==> src/rtl/gpca_seq.sv <==
// Iterative arithmetic unit: shift-add multiply/square, restoring divide, non-restoring sqrt.
// Optional GPCA_DZ_ERR_EN adds a dz_err port and a one-cycle divide-by-zero path.
module gpca_seq #(
  parameter  int N     = 8,
  localparam int RES_W = 2 * N
) (
  input  logic             clk,
  input  logic             rst_n,
  input  logic             in_valid,
  output logic             in_ready,
  input  logic [1:0]       mode,
  input  logic [N-1:0]     a,
  input  logic [N-1:0]     b,
  output logic             out_valid,
  input  logic             out_ready,
  output logic [RES_W-1:0] result,
  output logic [N-1:0]     rem
`ifdef GPCA_DZ_ERR_EN
  ,
  output logic             dz_err
`endif
);

  typedef enum logic [1:0] {IDLE, RUN, DONE} state_t;
  typedef enum logic [1:0] {
    OP_MUL  = 2'b00,
    OP_SQR  = 2'b01,
    OP_DIV  = 2'b10,
    OP_SQRT = 2'b11
  } op_t;

  localparam int CW   = $clog2(N + 1);
  localparam int HALF = N / 2;
  localparam int RW   = N + 1;

  state_t          state, state_nxt;
  op_t             op_q, mode_op;
  logic [N-1:0]    a_q, b_q, hi_q, lo_q;
  logic [RW-1:0]   sr_q;
  logic [HALF-1:0] sq_q;
  logic [CW-1:0]   cnt_q, iter;
  logic            dz_q, dz_in, finish;

  logic [N:0]      mul_sum;
  logic [N:0]      div_pr;
  logic [N-1:0]    div_diff;
  logic            div_ge;
  logic [RW-1:0]   sr_sh, sr_nxt;
  logic [HALF-1:0] sq_nxt;
  logic [N-1:0]    sqrt_rem;

  assign mode_op   = op_t'(mode);
  assign in_ready  = (state == IDLE);
  assign out_valid = (state == DONE);
  assign iter      = (op_q == OP_SQRT) ? CW'(HALF) : CW'(N);
  assign finish    = (state == RUN) && ((cnt_q == iter) || dz_q);

`ifdef GPCA_DZ_ERR_EN
  assign dz_in = (mode_op == OP_DIV) && (b == '0);
`else
  assign dz_in = 1'b0;
`endif

  always_ff @(posedge clk or negedge rst_n) begin
    if (!rst_n) state <= IDLE;
    else        state <= state_nxt;
  end

  always_comb begin
    state_nxt = state;
    unique case (state)
      IDLE:    if (in_valid)  state_nxt = RUN;
      RUN:     if (finish)    state_nxt = DONE;
      DONE:    if (out_ready) state_nxt = IDLE;
      default: state_nxt = IDLE;
    endcase
  end

  // One recurrence step for each algorithm; only the one matching op_q is committed.
  always_comb begin
    mul_sum  = {1'b0, hi_q} + (lo_q[0] ? {1'b0, a_q} : '0);
    div_pr   = {hi_q, lo_q[N-1]};
    div_ge   = (div_pr >= {1'b0, b_q});
    div_diff = div_pr[N-1:0] - b_q;
    sr_sh    = {sr_q[RW-3:0], lo_q[N-1:N-2]};
    sr_nxt   = sr_q[RW-1] ? sr_sh + RW'({sq_q, 2'b11}) : sr_sh - RW'({sq_q, 2'b01});
    sq_nxt   = {sq_q[HALF-2:0], ~sr_nxt[RW-1]};
    // A negative final partial remainder needs one restoring correction.
    sqrt_rem = sr_q[N-1:0] + (sr_q[RW-1] ? N'({sq_q, 1'b1}) : '0);
  end

  always_ff @(posedge clk or negedge rst_n) begin
    if (!rst_n) begin
      op_q   <= OP_MUL;
      a_q    <= '0;
      b_q    <= '0;
      hi_q   <= '0;
      lo_q   <= '0;
      sr_q   <= '0;
      sq_q   <= '0;
      cnt_q  <= '0;
      dz_q   <= 1'b0;
      result <= '0;
      rem    <= '0;
`ifdef GPCA_DZ_ERR_EN
      dz_err <= 1'b0;
`endif
    end else begin
      unique case (state)
        IDLE: if (in_valid) begin
          op_q  <= mode_op;
          a_q   <= a;
          b_q   <= b;
          hi_q  <= '0;
          lo_q  <= (mode_op == OP_MUL) ? b : a;
          sr_q  <= '0;
          sq_q  <= '0;
          cnt_q <= '0;
          dz_q  <= dz_in;
        end
        RUN: if (finish) begin
          if (dz_q) begin
            result <= '0;
            rem    <= a_q;
`ifdef GPCA_DZ_ERR_EN
            dz_err <= 1'b1;
`endif
          end else begin
            unique case (op_q)
              OP_MUL, OP_SQR: begin result <= {hi_q, lo_q};      rem <= '0;       end
              OP_DIV:         begin result <= RES_W'(lo_q);      rem <= hi_q;     end
              OP_SQRT:        begin result <= RES_W'(sq_q);      rem <= sqrt_rem; end
            endcase
          end
        end else begin
          cnt_q <= cnt_q + 1'b1;
          unique case (op_q)
            OP_MUL, OP_SQR: begin
              hi_q <= mul_sum[N:1];
              lo_q <= {mul_sum[0], lo_q[N-1:1]};
            end
            OP_DIV: begin
              hi_q <= div_ge ? div_diff : div_pr[N-1:0];
              lo_q <= {lo_q[N-2:0], div_ge};
            end
            OP_SQRT: begin
              sr_q <= sr_nxt;
              sq_q <= sq_nxt;
              lo_q <= {lo_q[N-3:0], 2'b00};
            end
          endcase
        end
        DONE: begin
`ifdef GPCA_DZ_ERR_EN
          if (out_ready) dz_err <= 1'b0;
`endif
        end
        default: ;
      endcase
    end
  end

endmodule
==> config.mk <==
export PLATFORM = sky130hd
export DESIGN_NAME = gpca_seq
export DESIGN_NICKNAME = d
export VERILOG_FILES = /design/src/rtl/gpca_seq.sv
export SDC_FILE = /design/constraint.sdc
export NUM_CORES = 1
export LEC_CHECK = 0
export BUFFER_PORTS_ARGS = -buffer_cell sky130_fd_sc_hd__buf_2
export CAP_MARGIN = 0
export CELL_PAD_IN_SITES_DETAIL_PLACEMENT = 0
export CELL_PAD_IN_SITES_GLOBAL_PLACEMENT = 1
export CORE_MARGIN = 3
export CORE_UTILIZATION = 46
export DETAILED_ROUTE_END_ITERATION = 16
export PLACE_DENSITY = 0.8
export SKIP_LAST_GASP = 1
export SLEW_MARGIN = 10
export SYNTH_ARGS = -nofsm -noshare
export SYNTH_HDL_FRONTEND = slang
export SYNTH_SLANG_ARGS = --single-unit
==> constraint.sdc <==
create_clock -name clk -period 3.3 [get_ports clk]
set_input_delay 0.99 -clock clk [delete_from_list [all_inputs] [get_ports clk]]
set_output_delay 0.99 -clock clk [all_outputs]
set_load 0.02 [all_outputs]
==> metrics.txt <==
status=finished, final reports clean; total of max-cap violations=0; Finished Layout Cells=757; Bufs and invs on worst path=1; hold endpoint=a_q[2]; Routed Wire Length=12400 µm; unique cell type count in the Yosys netlist=57; Synth area leaders=dfrtp_1 39%, ha_1 8.6%, nand2_1 7.4%, o21ai_0 6.6%, a21oi_1 4.0%; required time of the critical path=3550 ps; Hold Path Stages=2; H-tree depth=3; share of total power in the clock network=0.130; total CTS buffers=9; Worst Clk Skew=14.0 ps; cts repair resizes=0; post-synthesis instance area=4960 µm²; clk_lat worst skew=370 ps; Area growth syn-to-layout=11.0%; Reg power frac=0.284; Crit path top cell by count=ha_1; drt first pass iters=5; Slew @ Worst Pin=995 ps; Core Area=10400 µm²; Cells after Synth=577; first-pass GRT wire length=20600 µm; largest net degree at the start of global routing=78; area leader, netlist=dfrtp_1; Final setup viols=0; grt ovf=0; Site Rows=37; worst-path cell chain=ha_1 > inv_1 > ha_1 > nor2b_1 > o21ai_0 > a21oi_1 > o41ai_1 > xnor2_1 > mux2_4; #FFs+latches synth=77; Pleak=2.65 nW; RSZ-0062 raised after global routing=no; Post-Syn Nets=636; share of post-route cells with drive strength above 1=0.135; Die Height=110 µm; CTS Buffer Depth=2; CP max FO=8; Hold WC Path Type=reg2reg; clk sink count=77; ANT nets after route=0; combinational share of power=0.586; remaining routing DRC violations=0; die area=12100 µm²; Placer Congestion=0.981; Routed WL per cell=16.4 µm; PortBufs=47; DIE WIDTH=110 µm; CP startpoint kind=flop; Power Dens Cells=1110 nW/µm²; initial core utilization=0.477; average instance area after synthesis=8.60 µm²; Final HPWL DP=9200 µm; aggregate negative setup slack=0 ps; Yosys top cell area share=0.388; CP peak stage delay=480 ps; P_sw=2.90 mW; Ports=48; CP Capture Type=flop; Worst R2R End=sq_q[0]; number of post-CTS setup repair buffers=0; crit share post-route=0.762; max-slew violations=0; Switching Fraction=0.475; Reg-to-Reg Start=sr_q[8]; Reg2Reg Setup Slack=790 ps; Top delay family on crit path=compound AO/OA/AOI/OAI gates; ys async rst share=1.00; Via density=5.45; vias=4124; Ant. Diodes=0; initial antenna violation count=0; fmax=398 MHz; Final nets=675; fillers=988; R2R cell count=9; Hold Buf Count CTS=0; Post-synth EDFFs=0; worst setup path category=reg2reg; part of the Yosys area used for sequential elements=0.388; Clock Tree Root=clkbuf_8; Tot GR Track Use=0.223; hold path start=a_q[2]; vias in the first global route=4050; minimum clock period=2510 ps; Primary FF master, synth=dfrtp_1; Yosys warning count=0; final hold vios=0; CTS tree=built; Clock transition at path regs=80 ps; normalized max-slew margin=0.337; Peak VDD IR=0.000471 V; dpl cells=741; CP arrival=2770 ps; Finished Core Util=0.529; Int Power=3.21 mW; slowest CP cell=dfrtp_1; First DRT Iteration DRCs=257
[layout by cell type (no fill, tap or decap), drive strengths merged, types with 4 or more instances in the layout]
master,instances
nand2,99
o21ai,80
dfrtp,77
buf,54
a21oi,42
inv,37
ha,34
nor2,31
nand3,19
nand2b,17
mux2i,16
xor2,12
clkbuf,11
and2,9
xnor2,8
nor2b,7
o31ai,6
o221ai,5
mux2,5
and3,4
a211oi,4
[Yosys cell counts (all sizes together), types with 8 or more instances]
cell	n
a21oi	42
and2	9
buf	11
clkbuf	15
dfrtp	77
ha	34
inv	37
mux2i	16
nand2	99
nand2b	17
nand3	19
nor2	31
o21ai	80
xnor2	8
xor2	12
[flip-flops by register name (all words and copies together) (netlist names)]
name / count
lo_q: 8
sq_q: 4
op_q: 2
rem: 8
hi_q: 8
sr_q: 9
result: 16
a_q: 8
b_q: 8
cnt_q: 4
state: 2
[metrics by stage]
stage	power [mW]	hold WS, ps	setup slack (ps)	cell area, µm²
floorplan	4.42	437	1000	4960
global placement	5.25	455	904	5300
detailed placement	5.32	456	800	5300
CTS	6.13	474	778	5510
global route	6.69	498	575	5510
finish	6.11	474	786	5510
[worst max-delay path by stage]
stage	from	to	slack, ps	cells after the start
6_report	sr_q[8]	sq_q[0]	790	9
5_1_grt	lo_q[0]	hi_q[7]	580	10
4_1_cts	sr_q[8]	sq_q[0]	780	9
3_5_place_dp	sr_q[8]	sq_q[0]	800	9
3_3_place_gp	sr_q[8]	sq_q[0]	900	9
2_1_floorplan	lo_q[0]	hi_q[7]	1000	11
[worst register-to-register path, delay by kind of cell, from the launching register on]
kind                       cells  cell delay, ps
AOI/OAI and AO/OA              3             680
buffers and inverters          1              40
and+or+nand+nor                1             140
xor gates and xnor gates       1             160
DFF                            1             480
muxes                          1             280
adders and majority gates      2             610
[power groups by stage]
stage	Combinational, mW	Sequential [mW]	Clock, mW
detailed placement	3.56	1.76	0
CTS	3.58	1.74	0.812
finish	3.58	1.74	0.793
global route	4.04	1.80	0.858
global placement	3.50	1.74	0
floorplan	2.66	1.75	0
[cell type report]
type / count / area (µm²) / area share
Timing Repair Buffer: 54 / 290 / 0.0527
Clock buffer: 11 / 131 / 0.0238
Tap cell: 136 / 170 / 0.0309
Sequential cell: 77 / 1930 / 0.350
Inverter: 37 / 139 / 0.0252
Multi-Input combinational cell: 437 / 2770 / 0.502
Clock inverter: 5 / 85.1 / 0.0154
[logic make-up (layout without fill, tap and decap cells)]
kind of cell             after synthesis  after routing  share of synthesized area
flip-flops                            77             77                      0.388
AND/OR/NAND/NOR                      200            200                      0.187
buffers and inverters                 63            107                     0.0539
multiplexers                          21             21                     0.0451
XOR/XNOR                              20             20                     0.0353
AO/OA/AOI/OAI                        159            159                      0.193
adder cells (fa/ha/maj)               37             37                     0.0978
[per-layer routing]
layer	wire (µm)	share of wire	vias to the layer above	track usage
li1	-	-	2068	-
met1	5900	0.48	1964	0.307
met2	5810	0.47	70	0.352
met3	462	0.037	22	0.0440
met4	236	0.019	0	0.0712
met5	0	0	-	0
(Power assumes the default switching activity.)
